==> src/rtl/uart_line_rx.sv <==
`default_nettype none
// ============================================================================
//  Module      : uart_line_rx
//  Description : Parametrised UART receiver with CR/LF line assembly.
//                Deserialises an asynchronous serial line (DATA_BITS data
//                bits, optional odd/even parity, one stop bit, LSB first)
//                into bytes. Good bytes are collected into lines terminated
//                by CR or LF. The last LINE_BYTES bytes of every completed
//                line are presented, newest byte in the low 8 bits.
//  Ports       : clk        - system clock, rising edge
//                rst        - asynchronous reset, active high
//                rx         - raw serial input, idle high, async to clk
//                byte_data  - last received data word
//                byte_valid - 1-cycle pulse, byte_data/parity_err updated
//                parity_err - parity mismatch on the byte of byte_valid
//                frame_err  - 1-cycle pulse, stop bit low, byte discarded
//                line_data  - last LINE_BYTES bytes of the completed line
//                line_len   - bytes in the line, saturating at LINE_BYTES
//                line_valid - 1-cycle pulse, line_data/line_len updated
//  Revision    : 1.0 - initial release
// ============================================================================
module uart_line_rx #(
    parameter int CLK_HZ     = 100_000_000,
    parameter int BAUD       = 115_200,
    parameter int DATA_BITS  = 8,
    parameter int PARITY     = 0,
    parameter int LINE_BYTES = 4
) (
    input  logic                               clk,
    input  logic                               rst,
    input  logic                               rx,
    output logic [DATA_BITS-1:0]               byte_data,
    output logic                               byte_valid,
    output logic                               parity_err,
    output logic                               frame_err,
    output logic [8*LINE_BYTES-1:0]            line_data,
    output logic [$clog2(LINE_BYTES+1)-1:0]    line_len,
    output logic                               line_valid
);

    // CLKS_PER_BIT must be at least 8 for the mid-bit sampling to be sound.
    localparam int C_CLKS_PER_BIT = CLK_HZ / BAUD;
    localparam int C_HALF_BIT     = C_CLKS_PER_BIT / 2;
    localparam int C_CNT_W        = $clog2(C_CLKS_PER_BIT);
    localparam int C_BIT_W        = $clog2(DATA_BITS + 1);
    localparam int C_LINE_W       = 8 * LINE_BYTES;
    localparam int C_LEN_W        = $clog2(LINE_BYTES + 1);

    localparam logic [C_CNT_W-1:0] C_CNT_LAST  = C_CNT_W'(C_CLKS_PER_BIT - 1);
    localparam logic [C_CNT_W-1:0] C_CNT_HALF  = C_CNT_W'(C_HALF_BIT);
    // Consecutive high samples needed in WAIT_IDLE: covers the synchroniser
    // depth, whose reset value is "idle high" and therefore not evidence of
    // a real idle line.
    localparam logic [C_CNT_W-1:0] C_CNT_FLUSH = C_CNT_W'(2);
    localparam logic [C_BIT_W-1:0] C_BIT_LAST  = C_BIT_W'(DATA_BITS - 1);
    localparam logic [C_LEN_W-1:0] C_LEN_MAX   = C_LEN_W'(LINE_BYTES);

    typedef enum logic [2:0] {
        S_WAIT_IDLE = 3'd0,
        S_IDLE      = 3'd1,
        S_START     = 3'd2,
        S_DATA      = 3'd3,
        S_PARITY    = 3'd4,
        S_STOP      = 3'd5
    } state_t;

    // ------------------------------------------------------------------
    // Input synchroniser
    // ------------------------------------------------------------------
    logic r_rx_meta;
    logic r_rx_sync;

    always_ff @(posedge clk or posedge rst) begin
        if (rst) begin
            r_rx_meta <= 1'b1;
            r_rx_sync <= 1'b1;
        end else begin
            r_rx_meta <= rx;
            r_rx_sync <= r_rx_meta;
        end
    end

    // ------------------------------------------------------------------
    // Receive FSM
    // ------------------------------------------------------------------
    state_t               r_state;
    state_t               w_state_next;
    logic [C_CNT_W-1:0]   r_cnt;
    logic [C_BIT_W-1:0]   r_bit_idx;
    logic [DATA_BITS-1:0] r_shift;
    logic                 r_perr;
    logic                 w_cnt_clear;
    logic                 w_shift_en;
    logic                 w_par_en;
    logic                 w_byte_done;
    logic                 w_frame_fail;

    always_ff @(posedge clk or posedge rst) begin
        if (rst) begin
            r_state <= S_WAIT_IDLE;
        end else begin
            r_state <= w_state_next;
        end
    end

    always_comb begin
        w_state_next = r_state;
        w_cnt_clear  = 1'b0;
        w_shift_en   = 1'b0;
        w_par_en     = 1'b0;
        w_byte_done  = 1'b0;
        w_frame_fail = 1'b0;
        case (r_state)
            S_WAIT_IDLE: begin
                // Counter tracks consecutive high samples here.
                if (!r_rx_sync) begin
                    w_cnt_clear = 1'b1;
                end else if (r_cnt == C_CNT_FLUSH) begin
                    w_cnt_clear  = 1'b1;
                    w_state_next = S_IDLE;
                end
            end
            S_IDLE: begin
                w_cnt_clear = 1'b1;
                if (!r_rx_sync) begin
                    w_state_next = S_START;
                end
            end
            S_START: begin
                if (r_cnt == C_CNT_HALF) begin
                    w_cnt_clear  = 1'b1;
                    // A start bit that is high again at mid-bit was a glitch.
                    w_state_next = r_rx_sync ? S_IDLE : S_DATA;
                end
            end
            S_DATA: begin
                if (r_cnt == C_CNT_LAST) begin
                    w_cnt_clear = 1'b1;
                    w_shift_en  = 1'b1;
                    if (r_bit_idx == C_BIT_LAST) begin
                        w_state_next = (PARITY != 0) ? S_PARITY : S_STOP;
                    end
                end
            end
            S_PARITY: begin
                if (r_cnt == C_CNT_LAST) begin
                    w_cnt_clear  = 1'b1;
                    w_par_en     = 1'b1;
                    w_state_next = S_STOP;
                end
            end
            S_STOP: begin
                if (r_cnt == C_CNT_LAST) begin
                    w_cnt_clear = 1'b1;
                    if (r_rx_sync) begin
                        // Going straight to IDLE re-arms for a start bit that
                        // may follow only half a bit later.
                        w_byte_done  = 1'b1;
                        w_state_next = S_IDLE;
                    end else begin
                        // Break or stuck-low line: wait for a genuine idle.
                        w_frame_fail = 1'b1;
                        w_state_next = S_WAIT_IDLE;
                    end
                end
            end
            default: begin
                w_state_next = S_WAIT_IDLE;
            end
        endcase
    end

    always_ff @(posedge clk or posedge rst) begin
        if (rst) begin
            r_cnt     <= '0;
            r_bit_idx <= '0;
            r_shift   <= '0;
            r_perr    <= 1'b0;
        end else begin
            if (w_cnt_clear) begin
                r_cnt <= '0;
            end else begin
                r_cnt <= r_cnt + 1'b1;
            end

            if (r_state != S_DATA) begin
                r_bit_idx <= '0;
            end else if (w_shift_en) begin
                r_bit_idx <= r_bit_idx + 1'b1;
            end

            // LSB arrives first, so shift towards bit 0.
            if (w_shift_en) begin
                r_shift <= {r_rx_sync, r_shift[DATA_BITS-1:1]};
            end

            if (r_state == S_IDLE) begin
                r_perr <= 1'b0;
            end else if (w_par_en) begin
                r_perr <= (((^r_shift) ^ r_rx_sync) != (PARITY == 1));
            end
        end
    end

    // ------------------------------------------------------------------
    // Byte outputs
    // ------------------------------------------------------------------
    logic [DATA_BITS-1:0] r_byte_data;
    logic                 r_byte_valid;
    logic                 r_parity_err;
    logic                 r_frame_err;

    always_ff @(posedge clk or posedge rst) begin
        if (rst) begin
            r_byte_data  <= '0;
            r_byte_valid <= 1'b0;
            r_parity_err <= 1'b0;
            r_frame_err  <= 1'b0;
        end else begin
            r_byte_valid <= w_byte_done;
            r_frame_err  <= w_frame_fail;
            if (w_byte_done) begin
                r_byte_data  <= r_shift;
                r_parity_err <= r_perr;
            end
        end
    end

    // ------------------------------------------------------------------
    // Line assembly
    // ------------------------------------------------------------------
    logic [7:0]          w_byte8;
    logic                w_is_term;
    logic [C_LINE_W-1:0] w_acc_shifted;
    logic [C_LINE_W-1:0] r_acc;
    logic [C_LEN_W-1:0]  r_count;
    logic                r_term_seen;
    logic [C_LINE_W-1:0] r_line_data;
    logic [C_LEN_W-1:0]  r_line_len;
    logic                r_line_valid;

    always_comb begin
        w_byte8                  = '0;
        w_byte8[DATA_BITS-1:0]   = r_byte_data;
        w_is_term                = (w_byte8 == 8'h0D) || (w_byte8 == 8'h0A);
        // Oldest byte falls off the top when the line is longer than kept.
        w_acc_shifted            = (r_acc << 8) | C_LINE_W'(w_byte8);
    end

    always_ff @(posedge clk or posedge rst) begin
        if (rst) begin
            r_acc        <= '0;
            r_count      <= '0;
            r_term_seen  <= 1'b0;
            r_line_data  <= '0;
            r_line_len   <= '0;
            r_line_valid <= 1'b0;
        end else begin
            r_line_valid <= 1'b0;
            if (r_byte_valid && !r_parity_err) begin
                if (!w_is_term) begin
                    r_acc       <= w_acc_shifted;
                    r_term_seen <= 1'b0;
                    if (r_count != C_LEN_MAX) begin
                        r_count <= r_count + 1'b1;
                    end
                end else if (!r_term_seen) begin
                    r_line_data  <= r_acc;
                    r_line_len   <= r_count;
                    r_line_valid <= 1'b1;
                    r_acc        <= '0;
                    r_count      <= '0;
                    r_term_seen  <= 1'b1;
                end else begin
                    // Second half of a CRLF / LFCR pair.
                    r_term_seen <= 1'b0;
                end
            end
        end
    end

    assign byte_data  = r_byte_data;
    assign byte_valid = r_byte_valid;
    assign parity_err = r_parity_err;
    assign frame_err  = r_frame_err;
    assign line_data  = r_line_data;
    assign line_len   = r_line_len;
    assign line_valid = r_line_valid;

endmodule
`default_nettype wire
==> config.mk <==
export PLATFORM = sky130hd
export DESIGN_NAME = uart_line_rx
export DESIGN_NICKNAME = d
export VERILOG_FILES = /design/src/rtl/uart_line_rx.sv
export SDC_FILE = /design/constraint.sdc
export NUM_CORES = 1
export LEC_CHECK = 0
export BUFFER_PORTS_ARGS = -buffer_cell sky130_fd_sc_hd__buf_2
export CORE_ASPECT_RATIO = 0.8
export CORE_UTILIZATION = 58
export CTS_BUF_LIST = sky130_fd_sc_hd__clkbuf_16
export DETAILED_ROUTE_END_ITERATION = 6
export MAX_ROUTING_LAYER = met4
export PLACE_DENSITY = 0.79
export SLEW_MARGIN = 40
export SYNTH_ARGS = -nofsm -noshare
export SYNTH_HDL_FRONTEND = slang
export SYNTH_SLANG_ARGS = --single-unit
==> constraint.sdc <==
create_clock -name clk -period 5.2 [get_ports clk]
set_clock_uncertainty 0.05 [all_clocks]
set_input_delay 1.04 -clock clk [delete_from_list [all_inputs] [get_ports clk]]
set_output_delay 1.04 -clock clk [all_outputs]
set_load 0.03 [all_outputs]
Word level (Yosys, flattened, before mapping)
Cells that the tools add are included.
{ "word_totals": {"register_bits": 111, "output_inout_bits": 47, "elab_cells": 95} }
{ "classes": {"addsub": 3, "n_eq_ne": 22, "muxes": 37, "bitwise_logic": 3, "n_reduce_logical": 13} }
{ "op_table": {"columns": ["operator", "n"], "rows": [
  ["$mux W32", 2],
  ["$mux W3", 11],
  ["$or A32 B8 Y32", 1],
  ["$mux W1", 18],
  ["$ne A2 B2 Y1 const B", 9],
  ["$pmux W3 S6", 1],
  ["$eq A8 B4 Y1 const B", 2],
  ["$add A10 B1 Y10 const B", 1],
  ["$eq A10 B10 Y1 const B", 1],
  ["$eq A10 B2 Y1 const B", 1],
  ["$eq A10 B9 Y1 const B", 1],
  ["$mux W10", 1],
  ["$mux W4", 2],
  ["$reduce_and A8 Y1", 1],
  ["$reduce_xor A8 Y1", 1],
  ["$eq A3 B2 Y1 const B", 2],
  ["$eq A3 B3 Y1 const B", 2],
  ["$reduce_and A3 Y1", 2],
  ["$reduce_bool A2 Y1", 3],
  ["$add A4 B1 Y4 const B", 1],
  ["$eq A4 B3 Y1 const B", 1],
  ["$pmux W1 S4", 1],
  ["$add A3 B1 Y3 const B", 1],
  ["$eq A3 B1 Y1 const B", 1],
  ["other kinds (11)", 11]
]} }

Logic depth before layout (Yosys ltp)
{ "depth": {"depth_word": 5, "ltp_mapped": 6, "ltp_nobuf": 6} }

Least setup slack after synthesis
No wires, ideal clock.
{ "synth_timing": {"path_type": "reg-to-reg", "startpoint": "register r_byte_data[2] (netlist: byte_data[2])", "endpoint": "register r_line_data[0] (netlist: line_data[0])", "setup_ps": 125, "arrival_ps": 1877, "required_time_ps": 5025, "slack_ps": 3148, "path_stages_with_launch": 7, "path_buffers": 2, "synth_period_minus_slack_ps": 2052, "path_cell_list": "dfrtp_1 -> and3b_1 -> o2111ai_1 -> or3_1 -> buf_6 -> buf_8 -> mux2_4"} }
{ "synth_between": {"elab_chain_cells": 3, "word_cells_on_any_way": 4, "classes_between": "2 x eq/ne; 2 x reduce/logical"} }
{ "synth_lines": {"columns": ["item", "line_no", "text"], "rows": [
  ["start, declared", "208", "logic [DATA_BITS-1:0] r_byte_data;"],
  ["start signal, assigned", "223", "r_byte_data <= r_shift;"],
  ["$eq A8 B4 Y1", "245", "w_is_term = (w_byte8 == 8'h0D) || (w_byte8 == 8'h0A);"],
  ["$logic_or A1 B1 Y1 *", "245", null],
  ["$reduce_and A3 Y1 (no source line) *", null, null],
  ["end signal, assigned", "268", "r_line_data <= r_acc;"],
  ["end, declared", "238", "logic [C_LINE_W-1:0] r_line_data;"]
]} }
Mark *: on every way between the ends. The rest lies on a longest branch, timed or not.
A chain may end at the register's enable or synchronous reset.

Final worst setup path
{ "layout_timing": {"startpoint": "register r_cnt[0]", "endpoint": "register r_byte_data[0] (netlist: byte_data[0])"} }
{ "layout_between": {"elab_chain_cells": 3} }
{ "layout_lines": {"columns": ["item", "line_no", "text"], "rows": [
  ["start, declared", "88", "logic [C_CNT_W-1:0] r_cnt;"],
  ["start signal, assigned", "183", "r_cnt <= r_cnt + 1'b1;"],
  ["$eq A10 B10 Y1", "153", "if (r_cnt == C_CNT_LAST) begin"],
  ["$mux W1", "153", null],
  ["$mux W1", "113", "case (r_state)"]
]} }
No other way between the ends.

==> impl_metrics.xml <==
<?xml version="1.0" encoding="UTF-8"?>
<metrics>
  <group name="power">
    <metric name="power_per_cell_area" unit="nW/um^2">327</metric>
    <metric name="leakagePower" unit="nW">2.78</metric>
    <metric name="ir_worst_vdd" unit="mV">0.230</metric>
  </group>
  <group name="drt">
    <metric name="routed_wire_length_per_instance" unit="um">17.1</metric>
    <metric name="drcViolationCount" unit="">0</metric>
    <metric name="drt-total-wl" unit="um">8590</metric>
    <metric name="route.antenna.remaining_nets" unit="">0</metric>
    <metric name="dr.first_iter.drc_count" unit="">114</metric>
    <metric name="viasPerCell" unit="">5.81</metric>
    <metric name="vias" unit="">2920</metric>
    <metric name="firstDrtPassIters" unit="">4</metric>
  </group>
  <group name="floorplan">
    <metric name="die_outline_area" unit="sq um">8610</metric>
    <metric name="ioPinCount" unit="">50</metric>
    <metric name="die-height" unit="um">83.2</metric>
    <metric name="rows" unit="">29</metric>
    <metric name="die_w" unit="um">104</metric>
    <metric name="start_util" unit="%">60.2</metric>
    <metric name="core-area" unit="sq um">7950</metric>
  </group>
  <group name="sta">
    <metric name="finalSetupTns" unit="ns">0</metric>
    <metric name="hold_ws" unit="ns">0.307</metric>
    <metric name="final_count_of_pins_violating_max_slew" unit="">0</metric>
    <metric name="finalWorstPathRequiredPeriod" unit="ns">2.24</metric>
    <metric name="max_slew_margin" unit="%">54.5</metric>
    <metric name="max_freq" unit="GHz">0.447</metric>
    <metric name="worst_slack" unit="ns">2.96</metric>
    <metric name="setup_repair_after_global_routing_missed_its_margin" unit="">false</metric>
    <metric name="report.final.setup_viol" unit="">0</metric>
    <metric name="hold_viol_final" unit="">0</metric>
    <metric name="min_period_over_period" unit="%">43.0</metric>
    <metric name="worst-slew-pin-transition" unit="ns">0.676</metric>
  </group>
  <group name="cts">
    <metric name="ctsHoldBuffers" unit="">0</metric>
    <metric name="number_of_clock_buffers_inserted_by_tritoncts" unit="">9</metric>
    <metric name="postCtsResizedCells" unit="">0</metric>
    <metric name="cts.sink_count" unit="">111</metric>
    <metric name="htreeDepth" unit="">3</metric>
    <metric name="latest_clock_arrival_within_the_worst_skew_pair" unit="ns">0.35</metric>
    <metric name="clockRootBuffer" unit="">clkbuf_16</metric>
    <metric name="clkTransAtPathRegs" unit="ns">0.07</metric>
    <metric name="cts_tree" unit="">built</metric>
    <metric name="cts.path.max_buffers" unit="">2</metric>
    <metric name="cts_setup_buffers" unit="">0</metric>
  </group>
  <group name="placement">
    <metric name="place_congestion" unit="">0.845</metric>
    <metric name="dpl_worst_slack" unit="ns">2.96</metric>
    <metric name="port_buffers" unit="">49</metric>
    <metric name="postPlaceCellArea" unit="sq um">5070</metric>
    <metric name="dp_hpwl" unit="um">5650</metric>
  </group>
  <group name="synth">
    <metric name="synthesis.nets" unit="">353</metric>
    <metric name="synth_enable_flop_cells" unit="">0</metric>
    <metric name="async_reset_ff_share" unit="%">100</metric>
    <metric name="synthesis.area" unit="sq um">4780</metric>
    <metric name="syn_area_per_cell" unit="sq um">13.9</metric>
    <metric name="ys_warn_count" unit="">0</metric>
    <metric name="synth-seq-cells" unit="">111</metric>
    <metric name="yosysSeqAreaShare" unit="%">58.2</metric>
    <metric name="synth_top_flop_cell" unit="">dfrtp_1</metric>
    <metric name="post_synth_num_cell_types" unit="">49</metric>
    <metric name="post_synth_inst_count" unit="">345</metric>
  </group>
  <group name="min_path">
    <metric name="hold-path-cell-count" unit="">0</metric>
    <metric name="hold_path_class" unit="">register to register</metric>
    <metric name="hold_path.startpoint" unit="">r_rx_meta</metric>
    <metric name="worst_hold_path.endpoint" unit="">r_rx_sync</metric>
  </group>
  <group name="global_route">
    <metric name="grt_first_pass_wirelength" unit="um">14600</metric>
    <metric name="first_global_vias" unit="">2824</metric>
    <metric name="largest_net_degree_at_the_start_of_global_routing" unit="">80</metric>
    <metric name="grt-ovfl-total" unit="">0</metric>
    <metric name="antenna_violations_before_repair" unit="">0</metric>
    <metric name="global_route.usage.total" unit="%">22.1</metric>
  </group>
  <group name="setup_path">
    <metric name="critPathMostFrequentCell" unit="">and4_1</metric>
    <metric name="cp_data_arrival_time" unit="ns">2.42</metric>
    <metric name="crit_required" unit="ns">5.38</metric>
    <metric name="endpoint_kind_of_the_worst_setup_timing_path" unit="">register</metric>
    <metric name="worst_path_max_fanout" unit="">9</metric>
    <metric name="slowest_delay" unit="ns">0.54</metric>
    <metric name="startpoint" unit="">r_cnt[0]</metric>
    <metric name="path_cells" unit="">ha_1 &gt; and4_1 &gt; and4_1 &gt; nor4b_4 &gt; mux2_2</metric>
    <metric name="timing.critical_path.slowest_stage_cell" unit="">nor4b_4</metric>
    <metric name="worstSetupStartpointType" unit="">register</metric>
    <metric name="timing.setup.critical_path_class" unit="">register to register</metric>
    <metric name="reg_to_reg_startpoint" unit="">r_cnt[0]</metric>
    <metric name="reg2regPathDepth" unit="">5</metric>
    <metric name="timing.reg2reg.setup_slack" unit="ns">2.96</metric>
    <metric name="regToRegEndpoint" unit="">byte_data[0]</metric>
  </group>
  <group name="finish">
    <metric name="finish.net_count" unit="">398</metric>
    <metric name="final_design_area_no_fill" unit="sq um">5360</metric>
    <metric name="antenna_cells" unit="">0</metric>
    <metric name="area.growth.synth_to_final" unit="%">12.2</metric>
    <metric name="layout-drive-gt1-share" unit="%">33.4</metric>
  </group>
  <group name="run">
    <metric name="max_cap_viol_count" unit="">0</metric>
  </group>
  <group name="outcome">
    <metric name="run_status" unit="">complete, no violations</metric>
  </group>
</metrics>
-- cell families after synthesis --
logic type	synth area share, %
compound gates	9.45
xor+xnor	3.59
fa+ha+maj	1.31
buf+inv	2.98
flops	58.2
mux	15.6
simple gates	8.92
-- flip-flops by register name, summed over array words and instances, names as in the netlist --
name         flops
byte_data        8
byte_valid       1
frame_err        1
line_data       32
line_len         3
line_valid       1
parity_err       1
r_acc           32
r_bit_idx        4
r_cnt           10
r_count          3
r_perr           1
r_rx_meta        1
r_rx_sync        1
r_shift          8
r_state          3
r_term_seen      1
-- power by group --
group / internal (W) / switching, W / total (W) / leakage (nW)
clock: 0.000336 / 0.000327 / 0.000663 / 0.146
sequential: 0.000888 / 0.0000451 / 0.000934 / 1.53
combinational: 0.0000616 / 0.0000968 / 0.000158 / 1.10
total: 0.00129 / 0.000468 / 0.00175 / 2.78
-- critical path: cells and delay by family, from the launching register on --
kind / cells / cell delay, ns
AND/OR/NAND/NOR: 3 / 1.02
multiplexers: 1 / 0.40
flip-flops: 1 / 0.39
adder cells (fa/ha/maj): 1 / 0.27
-- how the worst max path moves through the flow --
stage / end / slack (ns) / cells after the start
6_report: byte_data[0] / 2.96 / 5
5_1_grt: byte_data[4] / 2.83 / 5
4_1_cts: byte_data[2] / 2.94 / 5
3_5_place_dp: byte_data[1] / 2.96 / 5
3_3_place_gp: r_rx_sync / 2.81 / 3
2_1_floorplan: byte_data[0] / 1.18 / 1
-- routing by layer --
metal | vias to the layer above | GRT usage [%] | share of wire (%) | routed length, um
met2 | 61 | 33.4 | 47 | 4030
met1 | 1493 | 30.1 | 48 | 4140
met4 | 0 | 5.80 | 1.1 | 93
met5 | - | - | 0 | 0
li1 | 1358 | - | - | -
met3 | 8 | 5.65 | 3.8 | 326
-- layout by cell type (no fill, tap or decap), types with 4 or more instances in the layout --
master / instances
nand2_1: 15
nor3_1: 14
nor2b_1: 4
nor4_1: 4
nand3_1: 6
mux2_4: 28
xor2_1: 4
dfrtp_1: 109
o21ai_0: 4
a22o_1: 30
clkbuf_16: 9
xnor2_1: 13
inv_1: 7
nor2_1: 10
and4_1: 4
mux2_2: 28
a21oi_1: 6
buf_2: 49
ha_1: 5
-- synth_stat cells, drive strengths merged (2+ instances only) --
| cell type | instances | share of area, % |
|---|---|---|
| dfrtp | 109 | 57 |
| mux2 | 56 | 15 |
| a22o | 30 | 5.5 |
| nand2 | 15 | 1.2 |
| nor3 | 14 | 1.5 |
| xnor2 | 13 | 2.4 |
| nor2 | 11 | 0.86 |
| buf | 8 | 1.8 |
| clkbuf | 8 | 0.63 |
| a21oi | 7 | 0.81 |
| inv | 7 | 0.55 |
| nand3 | 6 | 0.63 |
| ha | 5 | 1.3 |
| and4 | 4 | 0.73 |
| nor2b | 4 | 0.52 |
| nor4 | 4 | 0.52 |
| o21ai | 4 | 0.42 |
| xor2 | 4 | 0.73 |
| a21o | 3 | 0.47 |
| nand4 | 3 | 0.39 |
| or3 | 3 | 0.39 |
| a311oi | 2 | 0.37 |
| and3 | 2 | 0.26 |
| dfstp | 2 | 1.1 |
| nand2b | 2 | 0.26 |
-- cell type report --
type	count	area, sq um
clock buffers	9	225
clock inverters	7	66.3
fillers	539	2580
inverters	7	31.3
multi-input cells	211	1870
flip-flops and latches	111	2780
well taps	108	135
repair buffers	50	253
-- metrics by stage --
step / util (%) / cells / power (W)
floorplan: - / 345 / 0.00107
global placement: 63.7 / 487 / 0.00110
detailed placement: 63.8 / 487 / 0.00111
CTS: 67.5 / 503 / 0.00177
global route: 67.5 / 503 / 0.00183
finish: 67.5 / 503 / 0.00175
No activity file was read; power rests on OpenSTA's default activity.
